$ cat config.mk
export PLATFORM = sky130hd
export DESIGN_NAME = router_sync_n
export DESIGN_NICKNAME = d
export VERILOG_FILES = /design/src/rtl/router_sync_n.sv
export SDC_FILE = /design/constraint.sdc
export NUM_CORES = 1
export LEC_CHECK = 0
export CAP_MARGIN = 20
export CORE_MARGIN = 2
export CORE_UTILIZATION = 49
export CTS_BUF_LIST = sky130_fd_sc_hd__clkbuf_8
export DETAILED_ROUTE_END_ITERATION = 10
export PLACE_DENSITY_LB_ADDON = 0.1
export SLEW_MARGIN = 20
export SYNTH_ARGS = -nofsm -noshare
export SYNTH_HDL_FRONTEND = slang
export SYNTH_SLANG_ARGS = --single-unit
export TNS_END_PERCENT = 1
$ cat constraint.sdc
create_clock -name clk -period 1.8 [get_ports clk]
set_clock_uncertainty 0.15 [all_clocks]
set_input_delay 0.45 -clock clk [delete_from_list [all_inputs] [get_ports clk]]
set_output_delay 0.45 -clock clk [all_outputs]
set_load 0.01 [all_outputs]
$ cat src/rtl/router_sync_n.sv
// Router synchroniser: latches the header destination, steers FIFO write
// strobes, and raises a soft_reset pulse for any output FIFO left unread.
module router_sync_n #(
  parameter int NUM_CH  = 3,
  parameter int ADDR_W  = 2,
  parameter int TIMEOUT = 30,
  parameter int TMR_W   = 5
) (
  input  logic              clk,
  input  logic              reset,
  input  logic              detect_add,
  input  logic [ADDR_W-1:0] din,
  input  logic              write_enb_reg,
  input  logic [NUM_CH-1:0] read_enb,
  input  logic [NUM_CH-1:0] empty,
  input  logic [NUM_CH-1:0] full,
  output logic [NUM_CH-1:0] vld_out,
  output logic [NUM_CH-1:0] write_enb,
  output logic              fifo_full,
  output logic              addr_valid,
  output logic [NUM_CH-1:0] soft_reset,
  output logic [NUM_CH-1:0] sr_status,
  input  logic [NUM_CH-1:0] sr_clr
);

  localparam logic [TMR_W-1:0]  TMR_LAST = TMR_W'(TIMEOUT - 1);
  localparam logic [ADDR_W:0]   CH_LIMIT = (ADDR_W + 1)'(NUM_CH);

  logic [ADDR_W-1:0] int_add;
  logic [TMR_W-1:0]  timer [NUM_CH];
  logic [NUM_CH-1:0] fire;

  // Address capture; the extra compare bit lets NUM_CH equal 2**ADDR_W.
  always_ff @(posedge clk) begin
    if (reset) begin
      int_add    <= '0;
      addr_valid <= 1'b0;
    end else if (detect_add) begin
      int_add    <= din;
      addr_valid <= ({1'b0, din} < CH_LIMIT);
    end
  end

  // Out-of-range addresses never write and never stall the FSM.
  always_comb begin
    write_enb = '0;
    fifo_full = 1'b0;
    for (int i = 0; i < NUM_CH; i++) begin
      if (addr_valid && (int_add == ADDR_W'(i))) begin
        write_enb[i] = write_enb_reg;
        fifo_full    = full[i];
      end
    end
  end

  assign vld_out = ~empty;

  always_comb begin
    fire = '0;
    for (int i = 0; i < NUM_CH; i++)
      fire[i] = vld_out[i] && !read_enb[i] && (timer[i] == TMR_LAST);
  end

  // Per-channel timeout window; any read or an empty FIFO restarts it.
  always_ff @(posedge clk) begin
    for (int i = 0; i < NUM_CH; i++) begin
      if (reset) begin
        timer[i]      <= '0;
        soft_reset[i] <= 1'b0;
        sr_status[i]  <= 1'b0;
      end else begin
        if (!vld_out[i] || read_enb[i] || fire[i])
          timer[i] <= '0;
        else
          timer[i] <= timer[i] + TMR_W'(1);
        soft_reset[i] <= fire[i];
        if (fire[i])
          sr_status[i] <= 1'b1;
        else if (sr_clr[i])
          sr_status[i] <= 1'b0;
      end
    end
  end

endmodule
; Word level (Yosys, flattened, before mapping)
; Memories as Yosys holds them, arrays and structs flattened.
; Cells that the tools add are included.
[word_totals]
reg_bits = 9
ram_bits = 15
input_bits = 18
output_inout_bits = 14
wordCells = 86
memories = 1
[op_classes]
add_sub_neg = 3
n_lt_le_gt_ge = 1
n_eq_ne = 5
n_mux = 38
bitwise = 7
reduce_logical = 25
[memory_table]
columns = name, words, word_bits, rd, rd_ports_with_merged_regs, wr, line_no
row1 = timer, 3, 5, 3, 0, 3, 30  ; logic [TMR_W-1:0] timer [NUM_CH];
[ops]
columns = operator, count
row1 = 2-to-1 mux 1 bit, 32
row2 = 2-to-1 mux 5 bit, 6
row3 = adder 5 x 1 -> 5 bit (second input constant), 3
row4 = equality test 5 bit (second input constant), 3
row5 = logical AND 1 bit, 9
row6 = zero test 1 bit, 6
row7 = logical OR 1 bit, 6
row8 = bitwise OR 1 bit, 6
row9 = nonzero test 2 bit, 3
row10 = inverter 3 bit, 1
row11 = equality test 2 x 1 -> 1 bit (second input constant), 1
row12 = equality test 2 bit (second input constant), 1
row13 = zero test 2 bit, 1
row14 = less-than comparator 2 bit (second input constant), 1

; Depth between registers and ports, before layout
[logic_depth]
word_depth = 9
ltp_mapped = 5
mapped_depth_nobuf = 5

; Worst setup path before layout
; No wires, ideal clock.
[synth_path]
path_kind = input to output
start = input port write_enb_reg
end = output port write_enb[2]
arrival_time_ns = 0.855
t_required_ns = 1.200
slack_ns = 0.345
cell_stages = 2
n_path_buf = 0
cell_sequence = nand2_1 > nor3b_1
[synth_between]
elab_chain_cells = 1
[synth_lines]
columns = item, line_no
row1 = "start, declared", 13  ; input logic write_enb_reg,
row2 = 2-to-1 mux 1 bit, 49  ; if (addr_valid && (int_add == ADDR_W'(i))) begin
row3 = "end, declared", 18  ; output logic [NUM_CH-1:0] write_enb,
; Every way passes these cells.

; Worst setup path in the final report
[layout_path]
start = register sr_status[1]
end = output port sr_status[1]
[layout_rtl]
columns = item, line_no
row1 = "start, declared", 22  ; output logic [NUM_CH-1:0] sr_status,
row2 = "start signal, assigned by index", 70  ; sr_status[i] <= 1'b0;
row3 = "start signal, assigned by index", 78  ; sr_status[i] <= 1'b1;
row4 = "start signal, assigned by index", 80  ; sr_status[i] <= 1'b0;
; No word-level cell between the ends.

==> results.cfg <==
[status]
run_status = finished, final reports clean

[routing]
wl_per_cell_um = 12.0
drt-total-wl_mm = 2.21
iteration_0_drc_count_of_the_detailed_router = 9
vias = 872
route.detailed.drc = 0
vias_per_cell = 4.74
detailedRoute.firstPassIterationCount = 5
drtAntennaViolNets = 0

[synthesis]
synth.top_cell.area_share = 0.394
async_reset_ff_frac = 0
sequential_cell_area_fraction_in_the_yosys_report = 0.552
synth-edff-count = 15
synth_cell_types = 25
synthTopCellsByArea = edfxtp_1, dfxtp_1, nor2_1
synth_area_leader_cell = edfxtp_1
average_footprint_of_a_synthesized_cell_um2 = 11.4
mappedNetlistArea_um2 = 1140
synthMostInstantiatedCell = nor2_1
yosys_warnings = 0
synthTopCellsByCount = nor2_1, edfxtp_1, dfxtp_1
synth_ff_type = edfxtp_1
synthesis.instances = 100
yosys_register_bits = 24

[sta]
hold_viol_final = 0
min_period_ps = 1750
fmax_mhz = 573
maxSlewViolCount = 0
timing.final.setup_violations = 0
timing.final.crit_share = 0.970
grt_setup_unrepaired = false
tns_ps = 0

[setup_path]
reg2reg_slack_ps = 280
critPathMaxFanout = 2
worstPathRequired_ps = 1200
worstSetupStartpoint = sr_status[1]$_SDFFE_PP0P_
r2r_cells = 5
crit_end = sr_status[1]
timing.critical_path.to_type = primary output
critical_path.n_buffers_inverters = 1
regToRegEndpoint = timer[0][4]$_SDFFCE_PN0P_
cpMaxStageDelayCell = clkdlybuf4s50_1
reg2reg_from = timer[0][1]$_SDFFCE_PN0P_
timing.critical_path.cells = clkdlybuf4s50_1
crit_family = buffers and inverters
type_of_the_worst_setup_path = flop to primary output
cp.depth = 1
critPathLaunchType = flop
crit_arrival_ps = 1150
max_stage_delay_ps = 540

[global_route]
global_route_wire_length_before_repair_mm = 3.33
grt_max_degree = 14
grt_antenna_before_repair = 0
grt-ovfl-total = 0
vias_in_the_first_global_route = 841
gr-usage-all-layers = 0.172

[clocking]
tritoncts.num_buffers = 3
maximum_level_of_the_cts_h_tree = 1
cts-root-buf = clkbuf_8
worstSkewPairLatency_ps = 270
post-cts-setup-buffer-count = 0
clock_sink_count = 24
holdBufCountCts = 0
clock_path_buffers = 2
tritoncts_clock_tree = yes
path_clk_slew_ps = 90

[pwr]
power.total_w = 0.00108
vdd_drop_max_mv = 0.691
power_density_nw_per_um2 = 665
power.leakage_nw = 0.716

[placed_design]
place_hpwl_mm = 1.61
buffer_ports.inserted = 31
gp_congestion = 0.801

[floorplanning]
die_w_um = 52.3
floorplan.die.height_um = 52.3
pin_count = 32
fp.dieArea_um2 = 2730
core.rowCount = 17
coreArea_um2 = 2210
start_util = 0.516

[layout]
share_of_final_layout_standard_cells_stronger_than_drive_strength_1 = 0.179
area_delta_synth_final_pct = 41.6
final.fill_count = 177
finalNetCount = 181
num_antenna_cells = 0

[hold_path]
hold_path_class = flop to flop

[flow_run]
max_cap_violations = 0
-- layout by cell type (no fill, tap or decap), drive strengths merged --
| master | n |
|---|---|
| dfxtp | 9 |
| inv | 7 |
| clkdlybuf4s50 | 18 |
| nand3 | 6 |
| xnor2 | 3 |
| clkdlybuf4s15 | 1 |
| nand2 | 4 |
| xor2 | 6 |
| nor3b | 2 |
| buf | 12 |
| nand3b | 1 |
| nor2 | 21 |
| and2b | 1 |
| and2 | 1 |
| a311oi | 1 |
| mux2i | 3 |
| conb | 15 |
| nor3 | 4 |
| dlygate4sd2 | 5 |
| a21o | 3 |
| clkbuf | 5 |
| nand4 | 3 |
| nor2b | 2 |
| ha | 6 |
| dlymetal6s2s | 1 |
| o21ai | 1 |
| edfxtp | 15 |
-- metrics by stage --
stage | setup slack (ps) | cell area, um^2 | hold WS, ps | util | instances
floorplan | 345 | 1190 | 347 | - | 114
global placement | -522 | 1590 | 283 | 0.718 | 180
detailed placement | -538 | 1590 | 296 | 0.718 | 180
CTS | -12.2 | 1620 | 311 | 0.733 | 184
global route | 4.05 | 1620 | 321 | 0.731 | 184
finish | 53.9 | 1620 | 310 | 0.731 | 184
-- where the power goes --
part	switching (W)	internal, W	leakage [nW]	total, W
logic	0.0000552	0.0000748	0.460	0.000130
clock network	0.000167	0.000152	0.0269	0.000319
registers	0.0000217	0.000606	0.228	0.000627
total	0.000244	0.000833	0.716	0.00108
-- registers in the layout, indices dropped and copies added, names as in the netlist --
name / count
addr_valid: 1
soft_reset: 3
int_add: 2
timer: 15
sr_status: 3
-- worst min path at each step --
stage,start,endpoint,slack [ps],depth (start not counted)
detailed placement,sr_status[1]$_SDFFE_PP0P_,sr_status[1]$_SDFFE_PP0P_,300,1
CTS,sr_status[1]$_SDFFE_PP0P_,sr_status[1]$_SDFFE_PP0P_,310,1
global placement,sr_status[1]$_SDFFE_PP0P_,sr_status[1]$_SDFFE_PP0P_,280,1
finish,sr_status[1]$_SDFFE_PP0P_,sr_status[1]$_SDFFE_PP0P_,310,1
global route,sr_status[1]$_SDFFE_PP0P_,sr_status[1]$_SDFFE_PP0P_,320,1
floorplan,sr_status[1]$_SDFFE_PP0P_,sr_status[1]$_SDFFE_PP0P_,350,1
-- logic make-up after synthesis --
| kind of cell | share of synthesized area |
|---|---|
| buffers and inverters | 0.0296 |
| other | 0.00328 |
| AND/OR/NAND/NOR | 0.222 |
| adder cells (fa/ha/maj) | 0.0657 |
| multiplexers | 0.0263 |
| AO/OA/AOI/OAI | 0.0318 |
| XOR/XNOR | 0.0690 |
| flip-flops | 0.552 |
-- cell type report --
class                      instances  area (um^2)  share of cell area
clock buffer                       3         41.3              0.0255
clock inverter                     1         3.75             0.00232
inverter                           6         22.5              0.0139
multi-input combinational         83          543               0.336
sequential                        24          634               0.392
tap                               28         35.0              0.0217
timing repair buffer              39          338               0.209
-- routing by layer --
layer | GRT usage | part of all wire
met5 | 0 | 0
met4 | 0.0897 | 0.019
met3 | 0.0314 | 0.053
met2 | 0.323 | 0.52
met1 | 0.179 | 0.40
-- timing repair --
item	in CTS	in global routing
pin swaps	5	1
cloned	0	0
resized for setup	31	5
endpoints found under the setup margin	8	4
-- worst register-to-register path, cell delays in order, from the launching register on --
cell	delay, ps
edfxtp_1	420
inv_1	80
ha_1	130
nand4_1	210
nand2_1	220
nor2_1	70
Power figures use the tool's default switching activity.
